===== src/rtl/voice_allocator.sv =====
// voice_allocator
//   Assigns incoming MIDI note events to the synth's voice pipelines.
//   A note-on retriggers a voice already sounding that note. Otherwise it
//   takes the lowest free voice, then the oldest releasing voice, and as a
//   last resort it steals the oldest held voice. A note-off releases the
//   lowest held voice playing that note. A voice returns to the free pool
//   when its envelope reports that the release has finished.
//
// Parameters
//   VOICES       number of voice pipelines (power of two, >= 2)
//   NOTE_WIDTH   MIDI note number width
//   VEL_WIDTH    velocity width
//
// Ports
//   clock           system clock
//   reset_l         synchronous active-low reset
//   ev_valid        event present
//   ev_ready        allocator can accept an event (registered)
//   ev_on           1 = note-on, 0 = note-off (velocity 0 also means note-off)
//   ev_note         note number
//   ev_velocity     velocity
//   voice_done      per-voice pulse: envelope release finished
//   voice_gate      per-voice key held
//   voice_trigger   per-voice one-cycle start/restart pulse
//   voice_note      per-voice note, slice i = [i*NOTE_WIDTH +: NOTE_WIDTH]
//   voice_velocity  per-voice velocity, packed like voice_note
//   voice_busy      per-voice not idle
//   steal           one-cycle pulse when a held voice is stolen
module voice_allocator #(
    parameter int VOICES     = 4,
    parameter int NOTE_WIDTH = 7,
    parameter int VEL_WIDTH  = 7
) (
    input  logic                           clock,
    input  logic                           reset_l,
    input  logic                           ev_valid,
    output logic                           ev_ready,
    input  logic                           ev_on,
    input  logic [NOTE_WIDTH-1:0]          ev_note,
    input  logic [VEL_WIDTH-1:0]           ev_velocity,
    input  logic [VOICES-1:0]              voice_done,
    output logic [VOICES-1:0]              voice_gate,
    output logic [VOICES-1:0]              voice_trigger,
    output logic [VOICES*NOTE_WIDTH-1:0]   voice_note,
    output logic [VOICES*VEL_WIDTH-1:0]    voice_velocity,
    output logic [VOICES-1:0]              voice_busy,
    output logic                           steal
);

    localparam int RANK_W = $clog2(VOICES);

    typedef enum logic {
        S_ACCEPT,
        S_APPLY
    } fsm_t;

    typedef enum logic [1:0] {
        V_IDLE,
        V_HELD,
        V_RELEASE
    } vstate_t;

    fsm_t                  fsm;
    logic                  ready_q;
    vstate_t               vstate  [VOICES];
    logic [RANK_W-1:0]     rank    [VOICES];
    logic [NOTE_WIDTH-1:0] note_r  [VOICES];
    logic [VEL_WIDTH-1:0]  vel_r   [VOICES];
    logic [VOICES-1:0]     trig_r;
    logic                  steal_r;

    // Event captured at the accept edge, with the target already chosen.
    logic                  on_q;
    logic                  hit_q;
    logic                  steal_q;
    logic [RANK_W-1:0]     tgt_q;
    logic [NOTE_WIDTH-1:0] note_q;
    logic [VEL_WIDTH-1:0]  vel_q;

    // Combinational search over the currently registered voice state.
    logic                  is_on;
    logic                  s_hit;
    logic                  s_steal;
    logic [RANK_W-1:0]     s_tgt;

    logic                  m_hit, o_hit, i_hit, r_hit, h_hit;
    logic [RANK_W-1:0]     m_idx, o_idx, i_idx, r_idx, h_idx;
    logic [RANK_W-1:0]     r_rank, h_rank;

    always_comb begin
        is_on   = ev_on && (ev_velocity != '0);
        m_hit   = 1'b0;  m_idx  = '0;
        o_hit   = 1'b0;  o_idx  = '0;
        i_hit   = 1'b0;  i_idx  = '0;
        r_hit   = 1'b0;  r_idx  = '0;  r_rank = '0;
        h_hit   = 1'b0;  h_idx  = '0;  h_rank = '0;
        s_hit   = 1'b0;
        s_steal = 1'b0;
        s_tgt   = '0;

        for (int unsigned i = 0; i < VOICES; i++) begin
            // Ascending scan with first-hit latching gives lowest-index priority.
            if (!m_hit && vstate[i] != V_IDLE && note_r[i] == ev_note) begin
                m_hit = 1'b1;
                m_idx = RANK_W'(i);
            end
            if (!o_hit && vstate[i] == V_HELD && note_r[i] == ev_note) begin
                o_hit = 1'b1;
                o_idx = RANK_W'(i);
            end
            if (!i_hit && vstate[i] == V_IDLE) begin
                i_hit = 1'b1;
                i_idx = RANK_W'(i);
            end
            // Ranks are a permutation, so the oldest candidate is unique.
            if (vstate[i] == V_RELEASE && (!r_hit || rank[i] > r_rank)) begin
                r_hit  = 1'b1;
                r_idx  = RANK_W'(i);
                r_rank = rank[i];
            end
            if (vstate[i] == V_HELD && (!h_hit || rank[i] > h_rank)) begin
                h_hit  = 1'b1;
                h_idx  = RANK_W'(i);
                h_rank = rank[i];
            end
        end

        if (is_on) begin
            s_hit = 1'b1;
            if (m_hit) begin
                s_tgt = m_idx;
            end else if (i_hit) begin
                s_tgt = i_idx;
            end else if (r_hit) begin
                s_tgt = r_idx;
            end else begin
                s_tgt   = h_idx;
                s_steal = 1'b1;
            end
        end else begin
            s_hit = o_hit;
            s_tgt = o_idx;
        end
    end

    always_ff @(posedge clock) begin
        if (!reset_l) begin
            fsm     <= S_ACCEPT;
            ready_q <= 1'b0;
            trig_r  <= '0;
            steal_r <= 1'b0;
            on_q    <= 1'b0;
            hit_q   <= 1'b0;
            steal_q <= 1'b0;
            tgt_q   <= '0;
            note_q  <= '0;
            vel_q   <= '0;
            for (int unsigned i = 0; i < VOICES; i++) begin
                vstate[i] <= V_IDLE;
                rank[i]   <= RANK_W'(i);
                note_r[i] <= '0;
                vel_r[i]  <= '0;
            end
        end else begin
            trig_r  <= '0;
            steal_r <= 1'b0;

            // Release completion. The apply below is written later in this
            // block, so on a collision its assignment to the target wins.
            for (int unsigned i = 0; i < VOICES; i++) begin
                if (voice_done[i] && vstate[i] == V_RELEASE) begin
                    vstate[i] <= V_IDLE;
                end
            end

            case (fsm)
                S_ACCEPT: begin
                    if (ev_valid && ready_q) begin
                        on_q    <= is_on;
                        hit_q   <= s_hit;
                        steal_q <= s_steal;
                        tgt_q   <= s_tgt;
                        note_q  <= ev_note;
                        vel_q   <= ev_velocity;
                        ready_q <= 1'b0;
                        fsm     <= S_APPLY;
                    end else begin
                        ready_q <= 1'b1;
                    end
                end
                S_APPLY: begin
                    if (hit_q) begin
                        if (on_q) begin
                            vstate[tgt_q] <= V_HELD;
                            note_r[tgt_q] <= note_q;
                            vel_r[tgt_q]  <= vel_q;
                            trig_r[tgt_q] <= 1'b1;
                            steal_r       <= steal_q;
                            for (int unsigned i = 0; i < VOICES; i++) begin
                                if (RANK_W'(i) == tgt_q) begin
                                    rank[i] <= '0;
                                end else if (rank[i] < rank[tgt_q]) begin
                                    rank[i] <= rank[i] + RANK_W'(1);
                                end
                            end
                        end else begin
                            vstate[tgt_q] <= V_RELEASE;
                        end
                    end
                    ready_q <= 1'b1;
                    fsm     <= S_ACCEPT;
                end
                default: begin
                    ready_q <= 1'b0;
                    fsm     <= S_ACCEPT;
                end
            endcase
        end
    end

    always_comb begin
        for (int unsigned i = 0; i < VOICES; i++) begin
            voice_gate[i]                             = (vstate[i] == V_HELD);
            voice_busy[i]                             = (vstate[i] != V_IDLE);
            voice_note[i*NOTE_WIDTH +: NOTE_WIDTH]    = note_r[i];
            voice_velocity[i*VEL_WIDTH +: VEL_WIDTH]  = vel_r[i];
        end
    end

    assign ev_ready      = ready_q;
    assign voice_trigger = trig_r;
    assign steal         = steal_r;

endmodule


===== config.mk =====
export PLATFORM = sky130hd
export DESIGN_NAME = voice_allocator
export DESIGN_NICKNAME = d
export VERILOG_FILES = /design/src/rtl/voice_allocator.sv
export SDC_FILE = /design/constraint.sdc
export NUM_CORES = 1
export LEC_CHECK = 0
export ABC_AREA = 1
export CAP_MARGIN = 20
export CORE_MARGIN = 5
export CORE_UTILIZATION = 54
export CTS_BUF_LIST = sky130_fd_sc_hd__clkbuf_2 sky130_fd_sc_hd__clkbuf_4 sky130_fd_sc_hd__clkbuf_8
export DETAILED_ROUTE_END_ITERATION = 16
export PLACE_DENSITY = 0.92
export SYNTH_ARGS = -nofsm -noshare
export SYNTH_HDL_FRONTEND = slang
export SYNTH_SLANG_ARGS = --single-unit

===== constraint.sdc =====
create_clock -name clock -period 4.2 [get_ports clock]
set_input_delay 0.84 -clock clock [delete_from_list [all_inputs] [get_ports clock]]
set_output_delay 0.84 -clock clock [all_outputs]
set_load 0.01 [all_outputs]

==> PnR_summary.wiki, run 1 <==
{| class="wikitable"
! Metric !! Value
|-
| Run status || finished clean
|-
| Cell depth of the worst setup path || 31
|-
| Clock net sink count || 100
|-
| Critical path capture point type || register
|-
| Core ar. || just over 0.009 mm^2
|-
| Number of hold-slack violations in the final timing report || 0
|-
| Number of inserted diodes || 0
|-
| Footprint of the flip-flops and latches || 0.00272 mm^2
|-
| Main synth FF type || sky130_fd_sc_hd__edfxtp_1
|-
| Combinational group share of total power || approximately an eighth
|-
| Crit Path Class || register to register
|-
| Via count normalized by instance count || 5.61
|-
| Setup skew after layout || around 16 ps
|-
| Worst-path maximum fanout || 6
|-
| Reported max-cap violation count || 0
|-
| Remaining global-route overflow || 0
|-
| HPWL after DPL || 9790 um
|-
| Largest voltage drop on the vdd net || between 0.2 and 0.25 mV
|-
| Initial antenna violation count || 0
|-
| Post-Route WL || roughly 14000 um
|-
| Number of buffers inserted during clock tree synthesis || 9
|-
| Net switching power of the design || 523 uW
|-
| Synth top area cells || sky130_fd_sc_hd__edfxtp_1, sky130_fd_sc_hd__nand2_1, sky130_fd_sc_hd__dfxtp_1
|-
| Cell type with the highest occurrence count on the critical path || sky130_fd_sc_hd__nand2_1
|-
| Maximum frequency from static timing analysis || roughly 0.26 GHz
|-
| Time the final worst path needs with I/O delays and setup || between 3000 and 4000 ps
|-
| Die Area || 0.0113 mm^2
|-
| Number of enable-type register cells in the synthesized netlist || about 70
|-
| Clock network fraction of design power || 30.6%
|-
| Met2 capacity usage during global routing || 43.2%
|-
| Power share of the sequential group || a little under three fifths
|-
| First-pass GRT wire length || 21600 um
|-
| H-Tree Level Count || 3
|-
| Unrepaired setup endpoints after global routing || no
|-
| Number of top-level pins || 92
|-
| Minimum hold slack || around 480 ps
|-
| Iter 0 DRT Violations || 338
|-
| Initial cell density of the core || 54.8%
|-
| Fraction of final layout cells with drive strength greater than 1 || 8.93%
|-
| Largest stage delay, worst path || 450 ps
|-
| Sequential cell area fraction in the yosys report || 54.3%
|-
| Share of flip-flops with an asynchronous set or reset || 0%
|-
| Dominant delay contributor by cell family on the critical path || simple AND/OR/NAND/NOR gates
|-
| Final net count || 727
|-
| Met1 track demand over resource in global routing || 28.6%
|-
| Weighted congestion at the end of routability-driven global placement || 0.929
|-
| Cell type with the highest aggregate area in the netlist || sky130_fd_sc_hd__edfxtp_1
|-
| Post-detailed-route DRC marker count || 0
|-
| Most frequently used cell type in the post-synthesis netlist || sky130_fd_sc_hd__nand2_1
|-
| Number of cells in the finished layout apart from fillers || 805
|-
| Critical-path top delay cell || sky130_fd_sc_hd__edfxtp_1
|-
| Total power of the final layout || 1960 uW
|-
| Pre-CTS setup slack || approximately 400 ps
|-
| Number of nets still failing antenna checks after routing || 0
|-
| Leakage power figure || about 0.0026 uW
|-
| M3 GR Usage || between 4 and 5%
|-
| Type of element launching the critical path || register
|-
| Synth cell types || 33
|-
| Synthesis-stage register bit count || 100
|-
| Largest net degree at the start of global routing || 29
|-
| Final setup violating endpoints || 0
|-
| Area growth from synthesis to layout || 24.9%
|-
| Root buffer selected by CTS || sky130_fd_sc_hd__clkbuf_8
|-
| Number of core rows || 35
|-
| Y dimension of the die || 106 um
|-
| Mean area per synthesized cell || 8.50 um^2
|-
| Min setup slack post-route || 398 ps
|-
| Clock slew at reported path FFs || 100 ps
|-
| Setup TNS || 0 ps
|-
| Final worst path period share || 90.5%
|-
| Critical path buffers and inverters || 4
|-
| Power density over the cells || 313 mW/mm^2
|-
| Via Count || 4518
|-
| Cell depth of the worst hold path || 2
|-
| Die W || around 110 um
|-
| Power Internal || 1440 uW
|-
| Required time of the worst setup path || 4450 ps
|-
| FF-to-FF path depth || 31
|-
| Buffers added on ports || 91
|-
| Cell count after placement || 788
|-
| Most Crowded Layer GR || met2
|-
| Top cell type's share of synthesized area || between 40% and 50%
|-
| Proportion of total power due to net switching || 26.7%
|-
| Per-cell routed wire length || ~17 um
|-
| Clock latency of the later-clocked register in the worst-skew pair || about 370 ps
|-
| Synthesized area || 0.00501 mm^2
|-
| Initial DRT Pass Iterations || 5
|-
| GRT Overall Usage || between 20% and 30%
|-
| Most numerous cell types in the synthesized netlist || sky130_fd_sc_hd__nand2_1, sky130_fd_sc_hd__nor2_1, sky130_fd_sc_hd__inv_1
|-
| CTS tree || yes
|-
| Total of warnings raised by yosys || 0
|-
| Worst EP arrival || approximately 4100 ps
|-
| Syn_nets || 628
|-
| Via count of the first global-routing pass || 4553
|-
| Cell count after synthesis || 590
|-
| Number of pins exceeding their max-slew limit in the final report || 0
|-
| Total area of multi-input combinational cells || approximately 0.0019 mm^2
|-
| Max-slew headroom at the worst pin || 42.3%
|-
| Max Buffers Root-to-Sink || 2
|-
| Type of the tightest min-delay check || register to register
|-
| Slew at the pin closest to its max-slew limit || 864 ps
|-
| Total of fill cells in the finished design || 671
|}
path summary, 6_finish.rpt:
kind                              startpoint        to  slack, ps
worst max-delay path            vstate[0][1]  tgt_q[0]        400
worst min-delay path                 steal_q     steal        480
worst max register to register  vstate[0][1]  tgt_q[0]        400
worst min register to register       steal_q     steal        480
per-stage QoR:
step | cell area (um^2) | util [%]
3_3_place_gp | 6060 | 66.2
4_1_cts | 6250 | 68.3
3_5_place_dp | 6060 | 66.2
6_report | 6260 | 68.4
5_1_grt | 6260 | 68.4
2_1_floorplan | 5010 | -
final cells by class:
class,instances,share of cell area [%]
Sequential cell,100,43.5
Multi-Input combinational cell,385,30.3
Timing Repair Buffer,96,15.1
Inverter,97,5.83
Tap cell,111,2.22
Clock buffer,10,2.20
Clock inverter,6,0.859
power by group through the flow:
| stage | Clock [uW] | Combinational (uW) | Sequential (uW) |
|---|---|---|---|
| 2_1_floorplan | 0 | 121 | 1140 |
| 3_3_place_gp | 0 | 235 | 1130 |
| 3_5_place_dp | 0 | 245 | 1130 |
| 4_1_cts | 599 | 247 | 1110 |
| 5_1_grt | 643 | 274 | 1110 |
| 6_report | 600 | 251 | 1110 |
worst min-delay path, cell delays in order, from the launching register on:
cell                      delay, ps
sky130_fd_sc_hd__dfxtp_1        320
sky130_fd_sc_hd__inv_1           80
sky130_fd_sc_hd__nor2_1          50
kinds of logic after synthesis:
logic type	after synthesis	synth area share (%)
and+or+nand+nor	302	25.6
buffers and inverters	105	7.96
DFF	100	54.3
AOI/OAI and AO/OA	56	6.26
adders and majority gates	16	3.99
xor gates and xnor gates	11	1.92
cell usage in the layout, fill, tap and decap left out, drive strengths merged, types with 5 or more instances in the layout:
cell type / instances
a21oi: 12
nand3: 25
clkbuf: 10
o21ai: 28
buf: 5
edfxtp: 72
nor3: 9
clkdlybuf4s50: 91
xnor2: 9
nor2: 103
o22ai: 10
inv: 98
dfxtp: 28
ha: 16
clkinv: 5
nand2: 158
sequential cells by signal (all words and copies together), names as in the netlist, named ones only:
name           cells
steal_q            1
vel_q              7
tgt_q              2
vel_r             28
fsm                1
hit_q              1
vstate             8
on_q               1
voice_trigger      4
note_r            28
steal              1
rank               8
ev_ready           1
note_q             7
layer usage:
layer  part of all wire [%]  wire [um]
met4                    3.7        495
met2                     50       6810
met5                      0          0
met1                     36       4900
met3                    9.6       1300
what timing repair did:
item / CTS / global route
setup endpoints to repair: 0 / 4
setup buffers: 0 / 1
hold buffers: 0 / 0
gates resized for setup: 0 / 5
Power figures use the tool's default switching activity.
==> inputs of run 2 (changes only) <==
--- a/config.mk
+++ b/config.mk
@@ -11,7 +11,7 @@
 export CORE_UTILIZATION = 54
 export CTS_BUF_LIST = sky130_fd_sc_hd__clkbuf_2 sky130_fd_sc_hd__clkbuf_4 sky130_fd_sc_hd__clkbuf_8
 export DETAILED_ROUTE_END_ITERATION = 16
-export PLACE_DENSITY = 0.92
+export PLACE_DENSITY = 0.81
 export SYNTH_ARGS = -nofsm -noshare
 export SYNTH_HDL_FRONTEND = slang
 export SYNTH_SLANG_ARGS = --single-unit
==> PnR_summary.wiki, run 2 (same netlist as run 1, synthesis figures left out) <==
{| class="wikitable"
! Metric !! Value
|-
| Largest registers || note_r x28, vel_r x28
|-
| Largest voltage drop on the vdd net || 0.227 mV
|-
| Final setup violating endpoints || 0
|-
| Die Area || 0.0113 mm^2
|-
| Slew at the pin closest to its max-slew limit || 804 ps
|-
| Slack of the worst reg-to-reg path || 400 ps
|-
| Leakage power figure || 0.00259 uW
|-
| Final net count || just over 700
|-
| Core ar. || between 0.009 and 0.01 mm^2
|-
| Total of fill cells in the finished design || around 700
|-
| Remaining global-route overflow || 0
|-
| CTS tree || yes
|-
| Largest net degree at the start of global routing || 29
|-
| Root buffer selected by CTS || sky130_fd_sc_hd__clkbuf_8
|-
| Clock latency of the later-clocked register in the worst-skew pair || approximately 370 ps
|-
| Initial DRT Pass Iterations || 5
|-
| Critical path capture point type || register
|-
| Number of buffers inserted during clock tree synthesis || 9
|-
| Iter 0 DRT Violations || between 300 and 400
|-
| Time the final worst path needs with I/O delays and setup || 3800 ps
|-
| Fraction of final layout cells with drive strength greater than 1 || 8.66%
|-
| Number of nets still failing antenna checks after routing || 0
|-
| Clock slew at reported path FFs || 90 ps
|-
| Minimum hold slack || 449 ps
|-
| Total power of the final layout || 1920 uW
|-
| Via Count || 4274
|-
| Number of top-level pins || between 90 and 100
|-
| Area growth from synthesis to layout || 24.5%
|-
| Commonest non-fill, non-tap cell in the layout || sky130_fd_sc_hd__nand2_1
|-
| Number of buffers inserted by hold repair at cts || 0
|-
| Via count normalized by instance count || 5.32
|-
| Largest stage delay, worst path || between 400 and 500 ps
|-
| Number of setup buffers added after CTS || 0
|-
| Worst EP arrival || 4060 ps
|-
| GRT Overall Usage || 23.1%
|-
| FF-to-FF path depth || 33
|-
| Maximum frequency from static timing analysis || 0.263 GHz
|-
| Critical-path top delay cell || sky130_fd_sc_hd__edfxtp_1
|-
| Via count of the first global-routing pass || 4084
|-
| Top library cells by usage in the layout, fill and taps aside || sky130_fd_sc_hd__nand2_1, sky130_fd_sc_hd__nor2_1, sky130_fd_sc_hd__clkdlybuf4s50_1, sky130_fd_sc_hd__inv_1, sky130_fd_sc_hd__edfxtp_1
|-
| H-Tree Level Count || 3
|-
| Setup skew after layout || 11.2 ps
|-
| Number of inserted diodes || 0
|-
| Worst flop-to-flop path startpoint || vstate[0][0]
|-
| Type of element launching the critical path || register
|-
| Run status || finished clean
|-
| Weighted congestion at the end of routability-driven global placement || ~0.87
|-
| Crit Path Class || register to register
|-
| Critical path buffers and inverters || 6
|-
| Post-cts sizing count || 0
|-
| Post-detailed-route DRC marker count || 0
|-
| Number of pins exceeding their max-slew limit in the final report || 0
|-
| Max-slew headroom at the worst pin || 46.3%
|-
| HPWL after DPL || 9580 um
|-
| Worst-path maximum fanout || 6
|-
| Per-cell routed wire length || between 15 and 20 um
|-
| Max Buffers Root-to-Sink || 2
|-
| Clock net sink count || 100
|-
| Cell depth of the worst setup path || 33
|-
| Required time of the worst setup path || 4460 ps
|-
| Die W || 106 um
|-
| Y dimension of the die || 106 um
|-
| Launching element of the worst setup path || vstate[0][0]
|-
| Post-route design area || between 0.006 and 0.007 mm^2
|-
| Core Util, Final || 68.2%
|-
| Buffers added on ports || 91
|-
| Post-Route WL || 12700 um
|-
| First-pass GRT wire length || 20200 um
|-
| Dominant delay contributor by cell family on the critical path || simple AND/OR/NAND/NOR gates
|-
| Number of core rows || 35
|-
| Final worst path period share || 90.4%
|-
| Power density over the cells || 308 mW/mm^2
|-
| Standard cell area after detailed placement || 0.00606 mm^2
|-
| Type of the tightest min-delay check || register to register
|-
| Number of hold-slack violations in the final timing report || 0
|-
| Cell type with the highest occurrence count on the critical path || sky130_fd_sc_hd__nand2_1
|-
| Initial cell density of the core || 54.8%
|-
| Initial antenna violation count || 0
|-
| Reported max-cap violation count || 0
|}
==> run 2: metrics by stage <==
stage | worst slack [ps] | TNS (ps) | cells
floorplan | 828 | 0 | 590
global placement | 648 | 0 | 788
detailed placement | 429 | 0 | 788
CTS | 423 | 0 | 804
global route | -0.349 | -0.698 | 804
finish | 402 | 0 | 804
==> run 2: report_power, final <==
group	total [uW]	switching, uW	internal, uW	leakage, uW
Combinational	246	142	104	0.00154
Clock	569	341	228	0.0000882
Sequential	1110	22.2	1090	0.000959
Total	1920	505	1420	0.00259
==> run 2: layout make-up <==
| cell class | instances | area (um^2) | share of cell area, % |
|---|---|---|---|
| clock buffer | 10 | 131 | 2.10 |
| clock inverter | 6 | 48.8 | 0.781 |
| inverter | 97 | 365 | 5.85 |
| multi-input combinational | 385 | 1900 | 30.4 |
| sequential | 100 | 2720 | 43.6 |
| tap | 111 | 139 | 2.22 |
| timing repair buffer | 95 | 941 | 15.1 |
==> run 2: tightest hold or removal path: cells and delay by family (launching register included) <==
| kind | cells | cell delay (ps) |
|---|---|---|
| buf+inv | 1 | 60 |
| simple gates | 1 | 40 |
| flops | 1 | 310 |
==> run 2: per-layer routing <==
layer | track usage [%] | wire length, um | vias up
li1 | - | - | 2082
met1 | 30.0 | 5120 | 1987
met2 | 39.5 | 6400 | 193
met3 | 3.76 | 1050 | 12
met4 | 7.49 | 168 | 0
met5 | 0 | 0 | -
==> run 2: worst min path at each step <==
| stage | start | end | slack, ps | cells after the start |
|---|---|---|---|---|
| after CTS | steal_q | steal | 450 | 2 |
| after floorplan | steal_q | steal | 420 | 2 |
| after detailed placement | steal_q | steal | 440 | 2 |
| after global routing | steal_q | steal | 480 | 2 |
| after global placement | steal_q | steal | 430 | 2 |
| final | steal_q | steal | 450 | 2 |
==> inputs of run 3 (changes only) <==
--- a/config.mk
+++ b/config.mk
@@ -8,10 +8,10 @@
 export ABC_AREA = 1
 export CAP_MARGIN = 20
 export CORE_MARGIN = 5
-export CORE_UTILIZATION = 54
+export CORE_UTILIZATION = 40
 export CTS_BUF_LIST = sky130_fd_sc_hd__clkbuf_2 sky130_fd_sc_hd__clkbuf_4 sky130_fd_sc_hd__clkbuf_8
 export DETAILED_ROUTE_END_ITERATION = 16
-export PLACE_DENSITY = 0.81
+export PLACE_DENSITY = 0.62
 export SYNTH_ARGS = -nofsm -noshare
 export SYNTH_HDL_FRONTEND = slang
 export SYNTH_SLANG_ARGS = --single-unit
==> PnR_summary.wiki, run 3 (same netlist as run 1, synthesis figures left out) <==
{| class="wikitable"
! Metric !! Value
|-
| Run status || finished clean
|-
| H-Tree Level Count || 3
|-
| Critical-path top delay cell || sky130_fd_sc_hd__edfxtp_1
|-
| Power density over the cells || 311 mW/mm^2
|-
| Final net count || 727
|-
| Weighted congestion at the end of routability-driven global placement || about 0.94
|-
| Initial cell density of the core || about 40%
|-
| Type of element launching the critical path || register
|-
| Largest net degree at the start of global routing || 29
|-
| Max-slew headroom at the worst pin || 43.3%
|-
| Worst-path maximum fanout || 6
|-
| Post-Route WL || 13300 um
|-
| Crit Path Class || register to register
|-
| Via Count || around 4200
|-
| Slew at the pin closest to its max-slew limit || 849 ps
|-
| Die Area || 0.0149 mm^2
|-
| Required time of the worst setup path || 4460 ps
|-
| Leakage power figure || 0.00261 uW
|-
| Number of buffers inserted during clock tree synthesis || 9
|-
| Number of nets still failing antenna checks after routing || 0
|-
| Cell count after placement || 849
|-
| Area growth from synthesis to layout || 26.6%
|-
| Commonest non-fill, non-tap cell in the layout || sky130_fd_sc_hd__nand2_1
|-
| Setup skew after layout || 25.0 ps
|-
| Clock latency of the later-clocked register in the worst-skew pair || ~380 ps
|-
| Number of top-level pins || 92
|-
| Per-cell routed wire length || 15.3 um
|-
| Total of fill cells in the finished design || 1192
|-
| Standard cell area after detailed placement || a little over 0.006 mm^2
|-
| Largest registers || note_r x28, vel_r x28
|-
| Post-route design area || 0.00635 mm^2
|-
| Worst EP arrival || 4030 ps
|-
| Number of hold-slack violations in the final timing report || 0
|-
| Cell depth of the worst hold path || 2
|-
| Largest voltage drop on the vdd net || 0.176 mV
|-
| Via count of the first global-routing pass || 4167
|-
| Buffers added on ports || 91
|-
| Via count normalized by instance count || just under 5
|-
| Critical path capture point type || register
|-
| GRT Overall Usage || 18.6%
|-
| Post-detailed-route DRC marker count || 0
|-
| Number of pins exceeding their max-slew limit in the final report || 0
|-
| Clock net sink count || 100
|-
| Final setup violating endpoints || 0
|-
| Time the final worst path needs with I/O delays and setup || 3770 ps
|-
| Top library cells by usage in the layout, fill and taps aside || sky130_fd_sc_hd__nand2_1, sky130_fd_sc_hd__nor2_1, sky130_fd_sc_hd__clkdlybuf4s50_1, sky130_fd_sc_hd__inv_1, sky130_fd_sc_hd__edfxtp_1
|-
| Final worst path period share || 89.8%
|-
| Initial antenna violation count || 0
|-
| Number of inserted diodes || 0
|-
| Fraction of final layout cells with drive strength greater than 1 || 8.93%
|-
| Iter 0 DRT Violations || 261
|-
| First-pass GRT wire length || 21100 um
|-
| Total power of the final layout || 1970 uW
|-
| Number of cells in the finished layout apart from fillers || 866
|-
| Initial DRT Pass Iterations || 5
|-
| Number of core rows || around 40
|-
| Cell type with the highest occurrence count on the critical path || sky130_fd_sc_hd__nand2_1
|-
| Largest stage delay, worst path || 460 ps
|-
| Root buffer selected by CTS || sky130_fd_sc_hd__clkbuf_8
|-
| HPWL after DPL || approximately 10000 um
|-
| Footprint of the flip-flops and latches || 0.00272 mm^2
|-
| Minimum hold slack || 457 ps
|-
| Setup TNS || 0 ps
|-
| Max Buffers Root-to-Sink || 2
|-
| Y dimension of the die || 122 um
|-
| CTS tree || yes
|-
| Total area of multi-input combinational cells || 0.00190 mm^2
|-
| Core ar. || 0.0125 mm^2
|-
| Type of the tightest min-delay check || register to register
|-
| FF-to-FF path depth || 31
|-
| Reported max-cap violation count || 0
|-
| Die W || 122 um
|-
| Maximum frequency from static timing analysis || 0.265 GHz
|-
| Clock slew at reported path FFs || 120 ps
|-
| Remaining global-route overflow || 0
|}
run 3: cell count changes in the layout (fill, tap and decap cells not counted), sizes merged:
cell / before / now
clkinv: 5 / 7
clkinvlp: 2 / 0
buf: 4 / 5
clkbuf: 10 / 9
inv: 96 / 97
run 3: timing repair:
item / in CTS / in global routing
setup endpoints to repair: 0 / 4
hold endpoints to repair: 0 / 0
buffers inserted: 0 / 1
hold buffers: 0 / 0
resized for setup: 0 / 2
run 3: routing by layer:
metal  global-route usage [%]  part of all wire [%]
met3                     3.53                   5.7
met5                        0                     0
met4                     6.23                   2.3
met1                     24.4                    44
met2                     31.1                    48
run 3: worst paths after layout:
kind | from | end | slack, ps
max | vstate[0][1] | tgt_q[0] | 430
min reg2reg | steal_q | steal | 460
min | steal_q | steal | 460
max reg2reg | vstate[0][1] | tgt_q[0] | 430
run 3: report_power, final:
group          internal, uW  switching [uW]  leakage, uW
logic                   104             142      0.00155
registers              1090            21.8     0.000959
clock network           236             382     0.000102
total                  1430             546      0.00261
run 3: area by class of cell:
class,count,area share (%)
sequential,100,42.9
multi-input combinational,385,29.9
timing repair buffer,96,14.9
inverter,97,5.75
tap,172,3.39
clock buffer,9,1.95
clock inverter,7,1.24
run 3: metrics by stage:
stage | worst slack (ps) | utilization [%]
after floorplan | 828 | -
after global placement | 644 | 49.2
after detailed placement | 430 | 49.2
after CTS | 395 | 50.9
after global routing | -8.06 | 50.9
final | 429 | 50.9
run 3: worst max-delay path: cells and delay by family, from the launching register on:
kind | cells | cell delay (ps)
buf+inv | 4 | 260
simple gates | 17 | 1200
compound gates | 7 | 840
flops | 1 | 460
fa+ha+maj | 3 | 900
